`src/rtl/program_loader_pkg.sv`:
```
`default_nettype none
// ============================================================================
//  Module      : program_loader_pkg
//  Description : Shared types and constants for the program loader block.
//  Revision    : 1.0 - initial release
// ============================================================================
package program_loader_pkg;

    // Payload bytes per program-memory word
    localparam int c_BYTES_PER_WORD = 4;

    // Loader controller states
    typedef enum logic [2:0] {
        IDLE    = 3'd0,
        LEN0    = 3'd1,
        LEN1    = 3'd2,
        PAYLOAD = 3'd3,
        CHECK   = 3'd4,
        FINISH  = 3'd5
    } loader_state_type;

    // Plain-vector encodings of the states, used by the state register
    localparam logic [2:0] c_ST_IDLE    = IDLE;
    localparam logic [2:0] c_ST_LEN0    = LEN0;
    localparam logic [2:0] c_ST_LEN1    = LEN1;
    localparam logic [2:0] c_ST_PAYLOAD = PAYLOAD;
    localparam logic [2:0] c_ST_CHECK   = CHECK;
    localparam logic [2:0] c_ST_FINISH  = FINISH;

endpackage
`default_nettype wire

```
`src/rtl/program_loader_word_assembler.sv`:
```
`default_nettype none
// ============================================================================
//  Module      : program_loader_word_assembler
//  Description : Places incoming stream bytes into a little-endian 32-bit
//                word. o_word_valid pulses (combinationally) with the byte
//                that completes a word; o_word then carries the full word.
//  Revision    : 1.0 - initial release
// ============================================================================
module program_loader_word_assembler
    import program_loader_pkg::*;
(
    input  logic        clk,
    input  logic        reset_n,
    input  logic        i_clear,
    input  logic        i_byte_valid,
    input  logic [7:0]  i_byte,
    output logic        o_word_valid,
    output logic [31:0] o_word
);

    logic [1:0]  r_byte_cnt;
    logic [31:0] r_word;
    logic [31:0] w_word;

    // Each lane takes the incoming byte when the counter points at it
    for (genvar i = 0; i < c_BYTES_PER_WORD; i++) begin : g_lane
        localparam logic [1:0] c_LANE = 2'(i);
        assign w_word[8*i +: 8] = (i_byte_valid && (r_byte_cnt == c_LANE)) ?
                                  i_byte : r_word[8*i +: 8];
    end

    assign o_word       = w_word;
    assign o_word_valid = i_byte_valid && (r_byte_cnt == 2'd3);

    // Byte counter (wraps 3 -> 0) and the partially assembled word
    always_ff @(posedge clk or negedge reset_n) begin
        if (!reset_n) begin
            r_byte_cnt <= 2'd0;
            r_word     <= 32'd0;
        end else if (i_clear) begin
            r_byte_cnt <= 2'd0;
            r_word     <= 32'd0;
        end else if (i_byte_valid) begin
            r_byte_cnt <= r_byte_cnt + 2'd1;
            r_word     <= w_word;
        end
    end

endmodule
`default_nettype wire

```
`src/rtl/program_loader.sv`:
```
`default_nettype none
// ============================================================================
//  Module      : program_loader
//  Description : Receives a length-prefixed byte stream, assembles
//                little-endian words and writes them into program memory
//                while holding the CPU pipeline in reset.
//                Optional build macro PROGRAM_LOADER_CHECKSUM_EN adds a
//                trailing XOR checksum byte after the payload.
//  Revision    : 1.0 - initial release
// ============================================================================
module program_loader
    import program_loader_pkg::*;
#(
    parameter int MEM_WORDS  = 8,
    parameter int ADDR_WIDTH = 5
) (
    input  logic                  clk,
    input  logic                  reset_n,
    input  logic                  start,
    input  logic                  in_valid,
    input  logic [7:0]            in_data,
    output logic                  in_ready,
    output logic [ADDR_WIDTH-1:0] mem_address,
    output logic                  mem_write_enable,
    output logic [31:0]           mem_write_data,
    output logic                  cpu_reset_n,
    output logic                  busy,
    output logic                  error
);

    localparam logic [15:0] c_MEM_WORDS = 16'(MEM_WORDS);

    logic [2:0]            r_state;
    logic                  r_in_ready;
    logic [ADDR_WIDTH-1:0] r_mem_address;
    logic                  r_mem_we;
    logic [31:0]           r_mem_data;
    logic                  r_cpu_reset_n;
    logic                  r_busy;
    logic                  r_error;
    logic [15:0]           r_len;
    logic [15:0]           r_word_cnt;
`ifdef PROGRAM_LOADER_CHECKSUM_EN
    logic [7:0]            r_checksum;
`endif

    logic                  w_xfer;
    logic                  w_start_load;
    logic                  w_word_valid;
    logic [31:0]           w_word;
    logic [15:0]           w_len_full;
    logic                  w_last_word;

    assign w_xfer       = in_valid && r_in_ready;
    assign w_start_load = (r_state == c_ST_IDLE) && start;
    assign w_len_full   = {in_data, r_len[7:0]};
    assign w_last_word  = (r_word_cnt == (r_len - 16'd1));

    program_loader_word_assembler u_word_assembler (
        .clk          (clk),
        .reset_n      (reset_n),
        .i_clear      (w_start_load),
        .i_byte_valid (w_xfer && (r_state == c_ST_PAYLOAD)),
        .i_byte       (in_data),
        .o_word_valid (w_word_valid),
        .o_word       (w_word)
    );

    // Load controller: stream parsing, memory write strobe and CPU reset hold
    always_ff @(posedge clk or negedge reset_n) begin
        if (!reset_n) begin
            r_state       <= c_ST_IDLE;
            r_in_ready    <= 1'b0;
            r_mem_address <= '0;
            r_mem_we      <= 1'b0;
            r_mem_data    <= 32'd0;
            r_cpu_reset_n <= 1'b0;
            r_busy        <= 1'b0;
            r_error       <= 1'b0;
            r_len         <= 16'd0;
            r_word_cnt    <= 16'd0;
`ifdef PROGRAM_LOADER_CHECKSUM_EN
            r_checksum    <= 8'd0;
`endif
        end else begin
            r_mem_we <= 1'b0;
            case (r_state)
                c_ST_IDLE: begin
                    // A failed load keeps the CPU in reset until a good one
                    r_cpu_reset_n <= ~r_error;
                    if (start) begin
                        r_state       <= c_ST_LEN0;
                        r_in_ready    <= 1'b1;
                        r_cpu_reset_n <= 1'b0;
                        r_busy        <= 1'b1;
                        r_error       <= 1'b0;
                        r_word_cnt    <= 16'd0;
`ifdef PROGRAM_LOADER_CHECKSUM_EN
                        r_checksum    <= 8'd0;
`endif
                    end
                end
                c_ST_LEN0: begin
                    if (w_xfer) begin
                        r_len[7:0] <= in_data;
                        r_state    <= c_ST_LEN1;
                    end
                end
                c_ST_LEN1: begin
                    if (w_xfer) begin
                        r_len[15:8] <= in_data;
                        if (w_len_full == 16'd0) begin
                            r_state    <= c_ST_FINISH;
                            r_in_ready <= 1'b0;
                        end else begin
                            r_state    <= c_ST_PAYLOAD;
                        end
                    end
                end
                c_ST_PAYLOAD: begin
                    if (w_xfer) begin
`ifdef PROGRAM_LOADER_CHECKSUM_EN
                        r_checksum <= r_checksum ^ in_data;
`endif
                        if (w_word_valid) begin
                            // Words past the end of memory are consumed but not written
                            if (r_word_cnt >= c_MEM_WORDS) begin
                                r_error <= 1'b1;
                            end else begin
                                r_mem_we      <= 1'b1;
                                r_mem_data    <= w_word;
                                r_mem_address <= ADDR_WIDTH'({r_word_cnt, 2'b00});
                            end
                            r_word_cnt <= r_word_cnt + 16'd1;
                            if (w_last_word) begin
`ifdef PROGRAM_LOADER_CHECKSUM_EN
                                r_state    <= c_ST_CHECK;
`else
                                r_state    <= c_ST_FINISH;
                                r_in_ready <= 1'b0;
`endif
                            end
                        end
                    end
                end
`ifdef PROGRAM_LOADER_CHECKSUM_EN
                c_ST_CHECK: begin
                    if (w_xfer) begin
                        if (in_data != r_checksum) begin
                            r_error <= 1'b1;
                        end
                        r_state    <= c_ST_FINISH;
                        r_in_ready <= 1'b0;
                    end
                end
`endif
                c_ST_FINISH: begin
                    r_busy        <= 1'b0;
                    r_cpu_reset_n <= ~r_error;
                    r_state       <= c_ST_IDLE;
                end
                default: begin
                    r_state    <= c_ST_IDLE;
                    r_in_ready <= 1'b0;
                    r_busy     <= 1'b0;
                end
            endcase
        end
    end

    assign in_ready         = r_in_ready;
    assign mem_address      = r_mem_address;
    assign mem_write_enable = r_mem_we;
    assign mem_write_data   = r_mem_data;
    assign cpu_reset_n      = r_cpu_reset_n;
    assign busy             = r_busy;
    assign error            = r_error;

endmodule
`default_nettype wire

```
`config.mk`:
```
export PLATFORM = sky130hd
export DESIGN_NAME = program_loader
export DESIGN_NICKNAME = d
export VERILOG_FILES = /design/src/rtl/program_loader_pkg.sv /design/src/rtl/program_loader_word_assembler.sv /design/src/rtl/program_loader.sv
export SDC_FILE = /design/constraint.sdc
export NUM_CORES = 1
export LEC_CHECK = 0
export BUFFER_PORTS_ARGS = -buffer_cell sky130_fd_sc_hd__buf_2
export CORE_MARGIN = 3
export CORE_UTILIZATION = 48
export CTS_BUF_LIST = sky130_fd_sc_hd__clkbuf_16
export DETAILED_ROUTE_END_ITERATION = 6
export GPL_TIMING_DRIVEN = 0
export MAX_ROUTING_LAYER = met4
export PLACE_DENSITY = 0.74
export SYNTH_ARGS = -nofsm -noshare
export SYNTH_HDL_FRONTEND = slang
export SYNTH_SLANG_ARGS = --single-unit
```
`constraint.sdc`:
```
create_clock -name clk -period 2.1 [get_ports clk]
set_input_delay 0.105 -clock clk [delete_from_list [all_inputs] [get_ports clk]]
set_output_delay 0.105 -clock clk [all_outputs]
set_load 0.05 [all_outputs]
```
Word level (Yosys, flattened, before mapping)

Index checks and enable logic that the tools add are counted.

Output and inout bits: 42
Logic and storage cells: 99
Latch bits: 0
Bits in registers: 109
Memory bits (writable): 0
Input bits: 12
Memories: 0
ROM bits: 0

Shift-type cells: 0
Multiply operators: 0
Multiplexer cells: 39
Equal/unequal tests: 16
$lt $le $gt $ge: 1
Add/sub/neg operators: 3
Reduce and logical (&&, ||, !) cells: 23
Bitwise gates (word level): 4
Div/mod/pow operators: 0

Operator list:

| operator                                                           | count |
|---|---|
| two-way mux 32 bit                                                 | 2 |
| two-way mux 16 bit                                                 | 3 |
| two-way mux 8 bit                                                  | 4 |
| one-hot mux 16 bit (2 select lines)                                | 1 |
| two-way mux 3 bit                                                  | 7 |
| adder 16 x 1 -> 16 bit, second input constant                      | 1 |
| equality test 16 bit                                               | 1 |
| greater-or-equal comparator 16 x 4 -> 1 bit, second input constant | 1 |
| zero test 16 bit                                                   | 1 |
| subtractor 16 x 1 -> 16 bit, second input constant                 | 1 |
| two-way mux 1 bit                                                  | 15 |
| inequality test 2 bit, second input constant                       | 6 |
| one-hot mux 3 bit (4 select lines)                                 | 1 |
| AND reduction 4 bit                                                | 2 |
| logical AND 1 bit                                                  | 7 |
| AND reduction 7 bit                                                | 1 |
| equality test 3 x 2 -> 1 bit, second input constant                | 2 |
| one-hot mux 1 bit (2 select lines)                                 | 3 |
| AND reduction 2 bit                                                | 3 |
| AND reduction 6 bit                                                | 1 |
| nonzero test 2 bit                                                 | 3 |
| AND reduction 5 bit                                                | 1 |
| equality test 2 bit, second input constant                         | 2 |
| two-way mux 2 bit                                                  | 2 |
| 11 further kinds                                                   | 15 |

Depth between registers and ports, before layout

Gate-level depths: netlist of run 1.

Depth after elaboration: 6
Gate-level depth with buffers: 9
Depth with buffers taken out: 9

Modules after synthesis

Synthesis of run 1 repeated with hierarchy kept, for this count alone.

Cells, all modules: 509
Area, all modules: 5889.4 sq um

By module, submodules not included:

| module                        | times used | area an instance (sq um) | seq. area each (sq um) | cells an instance |
|---|---|---|---|---|
| program_loader                | 1          | 3823.7                   | 1876.8                 | 344 |
| program_loader_word_assembler | 1          | 2065.7                   | 850.8                  | 165 |

Least setup slack after synthesis of run 1

No wires, ideal clock.

Path type: register to register
From: register r_in_ready (netlist: in_ready)
To: register r_mem_data[14] (netlist: mem_write_data[14])
Data arrival time: 2147 ps
Cell stages (with the launch flop): 9
Setup slack: -177 ps
Clock period less this slack: 2277 ps
Data required time: 1970 ps
Library setup time: 130 ps
Buffers on the path: 4
Path through: dfrtp_1 -> and3_1 -> and3_1 -> clkbuf_1 -> nor2b_1 -> buf_2 -> clkbuf_1 -> buf_2 -> a31oi_1

Cells in the longest elaborated chain, start to end: 4
Elaborated cells between the ends (all ways): 6
Classes of those cells: mux (1); reduce/logical (5)

RTL lines:

| item                                                                      | RTL line                                                                 | source |
|---|---|---|
| start, declared                                                           | program_loader.sv:34                                                     | `logic r_in_ready;` |
| start signal, assigned                                                    | program_loader.sv:73                                                     | `r_in_ready <= 1'b0;` |
| start signal, assigned                                                    | program_loader.sv:93                                                     | `r_in_ready <= 1'b1;` |
| start signal, assigned                                                    | program_loader.sv:114                                                    | `r_in_ready <= 1'b0;` |
| logical AND 1 bit *                                                       | program_loader.sv:54                                                     | `assign w_xfer = in_valid && r_in_ready;` |
| logical AND 1 bit                                                         | program_loader.sv:63                                                     | `.i_byte_valid (w_xfer && (r_state == c_ST_PAYLOAD)),` |
| logical AND 1 bit, on equally long branches                               | program_loader_word_assembler.sv:33, program_loader_word_assembler.sv:28 |  |
| AND reduction 4 bit (no source line) or two-way mux 8 bit (tied branches) | n/a                                                                      |  |
| end signal, assigned                                                      | program_loader.sv:131                                                    | `r_mem_data <= w_word;` |
| end, declared                                                             | program_loader.sv:37                                                     | `logic [31:0] r_mem_data;` |

Every way passes the cells marked *; elsewhere a longest branch is shown, timed or not.
A chain may end at the register's enable or synchronous reset.

Final worst setup path of run 1

From: register r_len[0]
To: register r_state[2]

Cells in the longest elaborated chain, start to end: 4
Elaborated cells between the ends (all ways): 8
Classes of those cells: add/sub (1); eq/ne (2); mux (3); reduce/logical (2)

RTL lines:

| item                                                                                       | RTL line                                    | source |
|---|---|---|
| start, declared                                                                            | program_loader.sv:41                        | `logic [15:0] r_len;` |
| start signal, assigned                                                                     | program_loader.sv:105                       | `r_len[7:0] <= in_data;` |
| subtractor 16 x 1 -> 16 bit or zero test 16 bit (tied branches)                            | program_loader.sv:57, program_loader.sv:112 |  |
| equality test 16 bit or two-way mux 3 bit (tied branches)                                  | program_loader.sv:57, program_loader.sv:112 |  |
| inequality test 2 bit (no source line) or two-way mux 3 bit (tied branches)                | n/a                                         |  |
| AND reduction 6 bit (no source line) or one-hot mux 3 bit (4 select lines) (tied branches) | n/a                                         |  |
| end signal, assigned                                                                       | program_loader.sv:72                        | `r_state <= c_ST_IDLE;` |
| end signal, assigned                                                                       | program_loader.sv:92                        | `r_state <= c_ST_LEN0;` |
| end signal, assigned                                                                       | program_loader.sv:106                       | `r_state <= c_ST_LEN1;` |
| end, declared                                                                              | program_loader.sv:33                        | `logic [2:0] r_state;` |

Several ways; a longest one is shown, not always the timed one. The select of a mux whose other input is x is not followed.

==> results of run 1 <==
what timing repair did:
item                                    4_1_cts  5_1_grt
gates resized for setup                      34       21
endpoints found under the hold margin        37        0
pin swaps                                     7       10
endpoints found under the setup margin       83       68
gates cloned                                  1        0
setup buffers                                 8        5
hold buffers                                  1        0
registers in the layout, indices dropped and copies added (netlist names):
name and cells:
in_ready 1, r_len 16, mem_write_enable 1, r_state 3, mem_address 3, busy 1, mem_write_data 32, error 1
u_word_assembler.r_byte_cnt 2, u_word_assembler.r_word 24, cpu_reset_n 1, r_word_cnt 16
logic make-up after synthesis:
group / Yosys count / synth area share, %
AND/OR/NAND/NOR: 234 / 22.5
flip-flops: 101 / 51.8
AO/OA/AOI/OAI: 74 / 9.70
buffers and inverters: 32 / 2.90
multiplexers: 28 / 6.44
XOR/XNOR: 25 / 4.49
adder cells (fa/ha/maj): 8 / 2.05
other: 1 / 0.0769
placed cells by master (no fill, tap or decap), types with 8 or more instances in the layout:
cell type	Yosys	routed
buf_4	2	18
buf_2	5	51
mux2_2	27	27
xor2_1	16	16
dfrtp_1	101	97
clkbuf_16	0	9
o21ai_0	16	16
xnor2_1	9	9
a31oi_1	26	26
inv_1	9	8
nand2_1	117	117
a21oi_1	9	8
nor2_1	48	46
routing by layer:
| layer | wire length (um) | part of all wire, % |
|---|---|---|
| met2 | 5920 | 48 |
| met3 | 670 | 5.4 |
| met4 | 306 | 2.5 |
| met5 | 0 | 0 |
| met1 | 5550 | 45 |
worst max-delay path, delay by kind of cell (launching register included):
family           cells  cell delay (ns)
flip-flops           1             0.44
AO/OA/AOI/OAI        3             0.37
AND/OR/NAND/NOR      4             1.51
synthesized netlist by cell type (8+ instances only):
master / count / area (um^2)
a21oi_1: 9 / 45.0
a31oi_1: 26 / 163
and3_1: 9 / 56.3
clkbuf_1: 14 / 52.6
dfrtp_1: 101 / 2530
ha_1: 8 / 100
inv_1: 9 / 33.8
mux2_2: 27 / 304
nand2_1: 117 / 439
nor2_1: 48 / 180
nor4_1: 9 / 56.3
o21ai_0: 16 / 80.1
xnor2_1: 9 / 78.8
xor2_1: 16 / 140
area by class of cell:
class | count | area (um^2) | share of cell area (%)
buffer | 21 | 124 | 2.07
clock buffer | 9 | 225 | 3.77
clock inverter | 7 | 47.5 | 0.796
inverter | 9 | 33.8 | 0.566
multi-input combinational | 372 | 2440 | 40.8
sequential | 101 | 2530 | 42.4
tap | 133 | 166 | 2.79
timing repair buffer | 66 | 405 | 6.79
worst max path at each step:
stage,from,to,depth (start not counted)
after floorplan,r_len[2]$_DFFE_PN0P_,in_ready$_DFFE_PN0P_,8
after global placement,r_len[0]$_DFFE_PN0P_,r_state[2]$_DFFE_PN0P_,9
after detailed placement,r_len[0]$_DFFE_PN0P_,in_ready$_DFFE_PN0P_,9
after CTS,r_len[0]$_DFFE_PN0P_,r_state[2]$_DFFE_PN0P_,9
after global routing,r_len[0]$_DFFE_PN0P_,r_state[2]$_DFFE_PN0P_,7
final,r_len[0]$_DFFE_PN0P_,r_state[2]$_DFFE_PN0P_,7
power by group:
| group | switching (mW) | internal (mW) |
|---|---|---|
| Combinational | 2.32 | 1.30 |
| Sequential | 0.581 | 2.59 |
| Clock | 0.765 | 0.809 |
==> results by group, run 1 <==
Run status
  – Run status: finished with violations
  – Violated checks: negative setup slack

Global routing
  – Congestion Overflow GR: 0
  – Initial antenna violation count: 0
  – Met1 GRT Util: 32.4%
  – Met2 usage: 35.4%
  – Met3 GRT Util: 4.64%
  – Vias in the first global route: 3833
  – First-pass GRT wire length: 20300 um
  – Largest net degree at the start of global routing: 65
  – Gr busiest metal: met2
  – Tot GR Track Use: 23.6%

Clocking
  – Reg clk slew, reported paths: 0.07 ns
  – CTS tree: built
  – Clock Path Buffers: 2
  – Worst-skew pair later-pin latency: 0.35 ns
  – Root Driver: clkbuf_16
  – Total CTS buffers: 9
  – H-tree depth: 3
  – CTS sink count: 101

Critical path
  – FF-to-FF Start: r_len[0]$_DFFE_PN0P_
  – CP Launch Type: flip-flop
  – Critical Path Slowest Stage Cell: or4_4
  – Arr. time, crit path: 2.67 ns
  – Req. time, crit path: 2.39 ns
  – Max incr delay on CP: 0.63 ns
  – R2r endpoint: r_state[2]$_DFFE_PN0P_
  – Register-to-Register Path Depth: 7
  – CP Cell Sequence: or4_4 > nor4_4 > a21oi_2 > nor3b_2 > o22ai_2 > nor4_4 > o21a_1
  – R2r setup slk: -0.28 ns
  – Most frequent CP cell: nor4_4
  – Top fanout value on the critical path: 5
  – Critical setup path kind: flip-flop to flip-flop
  – CP Capture Type: flip-flop

Layout
  – Diodes inserted: 0
  – Share of layout cells above drive strength 1: 27.5%
  – FILL cells: 832
  – Fin cells: 718
  – Final nets: 600
  – Design Area, Final: 5970 um^2
  – Final core occ: 60.8%
  – Syn-to-layout area delta: 22.5%

Timing
  – Max Clk Rate: 419 MHz
  – Max Clock Skew: 0.00904 ns
  – Tcrit/Tclk final: 114%
  – Final setup vio count: 3
  – Final hold violation count: 0
  – Min Tclk post-route: 2.38 ns
  – RSZ-0062 raised after global routing: yes
  – Worst Hold Margin: 0.0516 ns
  – Tightest Pin Transition: 0.790 ns
  – Final WS setup: -0.284 ns
  – Max-slew violation count: 0
  – Setup tns final: -0.800 ns
  – Slew headroom: 47.1%

Detailed routing
  – DR iter-0 viols: 322
  – Routed WL: 12400 um
  – # DRC: 0
  – TritonRoute pass-1 iters: 6
  – Vias/cell: 5.67
  – Avg WL per Cell: 17.3 um
  – Post-route ant nets: 0
  – Via Count: 4074

Floorplanning
  – Rows: 36
  – Initial Util: 49.7%
  – Die Y: 107 um
  – Die area: 11400 um^2
  – I/O pin cnt: 54
  – Chip Width: 107 um
  – Core Region: 9820 um^2

Synthesis
  – Netlist cell types: 53
  – FFs w/ async S/R, synth: 100%
  – Mapped cell area: 4880 um^2
  – Avg Cell Area, Syn: 9.69 um^2
  – Sequential-to-total area share from yosys stat: 51.8%
  – Flops & latches, synth: 101
  – Most used DFF post-synth: dfrtp_1
  – Synth Instances: 503
  – Synth Warn #: 0
  – EDFF count, synth: 0

Power
  – Worst vdd ir: 0.921 mV
  – Total power: 8.37 mW
  – Leakage Power: 2.85 nW
  – Pwr Density: 1400 nW/um^2

Placed design
  – Setup WS pre-CTS: -0.728 ns
  – Placed instance area: 5360 um^2
  – IO buf count: 51
  – Placer Congestion: 0.876
  – Hpwl dp: 8140 um
  – Placed cell count: 689

Worst hold path
  – Min-Delay Endpoint: r_state[1]$_DFFE_PN0P_
  – Hold Path Class: input port to flip-flop
  – Min-delay src: in_valid
  – Hold path depth: 3

Flow run
  – MaxCap Viol Count: 0
Note: power is estimated with default switching activity, not from simulation.
==> inputs of run 2 (changes only) <==
- REMOVE_ABC_BUFFERS: default -> 1
==> results by group, run 2 (synthesized netlist as in run 1, its figures left out) <==
Run status
  – Run status: finished with violations
  – Violated checks: negative setup slack

Timing
  – Tcrit/Tclk final: 119%
  – RSZ-0062 raised after global routing: yes
  – Final WS setup: -0.399 ns
  – Min Tclk post-route: 2.50 ns
  – Tightest Pin Transition: 0.719 ns
  – Max Clock Skew: 0.0126 ns
  – Slew headroom: 51.8%
  – Final setup vio count: 3
  – Worst Hold Margin: 0.0515 ns
  – Max Clk Rate: 400 MHz
  – Final hold violation count: 0
  – Max-slew violation count: 0

Layout
  – Diodes inserted: 0
  – Share of layout cells above drive strength 1: 28.1%
  – Most frequent cells in the layout: nand2_1 (117), dfrtp_1 (95), buf_2 (50), nor2_1 (48), mux2_2 (27)
  – Largest register FFs: 32
  – Final nets: 592
  – Syn-to-layout area delta: 22.8%
  – FILL cells: 798
  – Design Area, Final: 5990 um^2
  – Leading cell type in the layout, fill and taps excluded: nand2_1

Critical path
  – Critical setup path kind: flip-flop to flip-flop
  – CP Cell Sequence: buf_4 > inv_2 > ha_4 > or3b_4 > a211oi_2 > nand4_1 > o21bai_1 > nand4bb_4 > nor4_4 > o21ai_1
  – R2r setup slk: -0.40 ns
  – Critical Path Slowest Stage Cell: or3b_4
  – CP Launch Type: flip-flop
  – Req. time, crit path: 2.32 ns
  – Arr. time, crit path: 2.72 ns
  – Max incr delay on CP: 0.42 ns
  – Top fanout value on the critical path: 4
  – CP Capture Type: flip-flop

Global routing
  – Congestion Overflow GR: 0
  – Initial antenna violation count: 0
  – First-pass GRT wire length: 19500 um
  – Vias in the first global route: 3873
  – Tot GR Track Use: 22.2%
  – Largest net degree at the start of global routing: 73

Detailed routing
  – TritonRoute pass-1 iters: 5
  – Routed WL: 12000 um
  – Post-route ant nets: 0
  – Avg WL per Cell: 17.0 um
  – Vias/cell: 5.72
  – # DRC: 0
  – Via Count: 4060
  – DR iter-0 viols: 337

Placed design
  – Hpwl dp: 7920 um
  – Placed instance area: 5280 um^2
  – IO buf count: 51
  – Placer Congestion: 0.879

Floorplanning
  – Die Y: 107 um
  – Rows: 36
  – Chip Width: 107 um
  – Initial Util: 49.7%
  – I/O pin cnt: 54
  – Die area: 11400 um^2
  – Core Region: 9820 um^2

Clocking
  – Total CTS buffers: 9
  – Root Driver: clkbuf_16
  – Reg clk slew, reported paths: 0.07 ns
  – H-tree depth: 3
  – Clock Path Buffers: 2
  – Worst-skew pair later-pin latency: 0.35 ns
  – CTS sink count: 101
  – CTS tree: built

Power
  – Worst vdd ir: 0.648 mV
  – Pwr Density: 1450 nW/um^2
  – Leakage Power: 2.85 nW

Flow run
  – MaxCap Viol Count: 0

Worst hold path
  – Hold Path Class: input port to flip-flop
[run 2: per-layer routing]
metal	vias to the layer above	routed length (um)	GRT usage, %
li1	1882	-	-
met1	2023	5240	28.6
met2	127	6000	36.0
met3	28	578	3.97
met4	0	228	6.94
met5	-	0	-
[run 2: layout make-up]
class / count / area, um^2 / area share [%]
tap: 133 / 166 / 2.78
clock inverter: 7 / 81.3 / 1.36
multi-input combinational: 371 / 2410 / 40.2
timing repair buffer: 80 / 533 / 8.90
clock buffer: 9 / 225 / 3.76
inverter: 9 / 36.3 / 0.606
sequential: 101 / 2530 / 42.3
[run 2: worst paths after layout]
kind                       cells after the start                                 endpoint                                     from
max                                           10                     in_ready$_DFFE_PN0P_                     r_len[0]$_DFFE_PN0P_
min                                            3                         busy$_DFFE_PN0P_                                    start
max reg2reg                                   10                     in_ready$_DFFE_PN0P_                     r_len[0]$_DFFE_PN0P_
min reg2reg                                    2  u_word_assembler.r_word[11]$_DFFE_PN0P_  u_word_assembler.r_word[11]$_DFFE_PN0P_
max in group asynchronous                      3                     r_len[0]$_DFFE_PN0P_                                  reset_n
min in group asynchronous                      2           mem_write_data[20]$_DFFE_PN0P_                                  reset_n
[run 2: power by group]
group	internal, mW	switching [mW]	total (mW)
Sequential	2.59	0.612	3.20
Clock	0.860	0.833	1.69
Combinational	1.44	2.33	3.77
[run 2: through the flow]
stage	std cells	util, %	total power [mW]	setup slack (ns)	setup TNS (ns)
2_1_floorplan	481	-	5.43	-1.81	-66.22
3_5_place_dp	668	53.7	6.29	-0.714	-16.52
5_1_grt	710	61.0	9.14	-0.499	-1.58
4_1_cts	695	58.8	8.28	-0.354	-1.02
3_3_place_gp	665	52.9	6.10	-2.84	-151.99
6_report	710	61.0	8.67	-0.399	-1.14
[run 2: timing repair]
action                                 in CTS  in global routing
buffers inserted                           10                 15
pin swaps                                  10                 10
gates resized for setup                    25                 18
hold buffers                                1                  0
setup endpoints to repair                  60                 26
endpoints found under the hold margin      29                  0
cloned                                      0                  0
[run 2: critical path: cells and delay by family, from the launching register on]
family          cells  cell delay [ns]
simple gates        4             1.05
compound gates      3             0.53
flops               1             0.41
buf+inv             2             0.22
fa+ha+maj           1             0.16
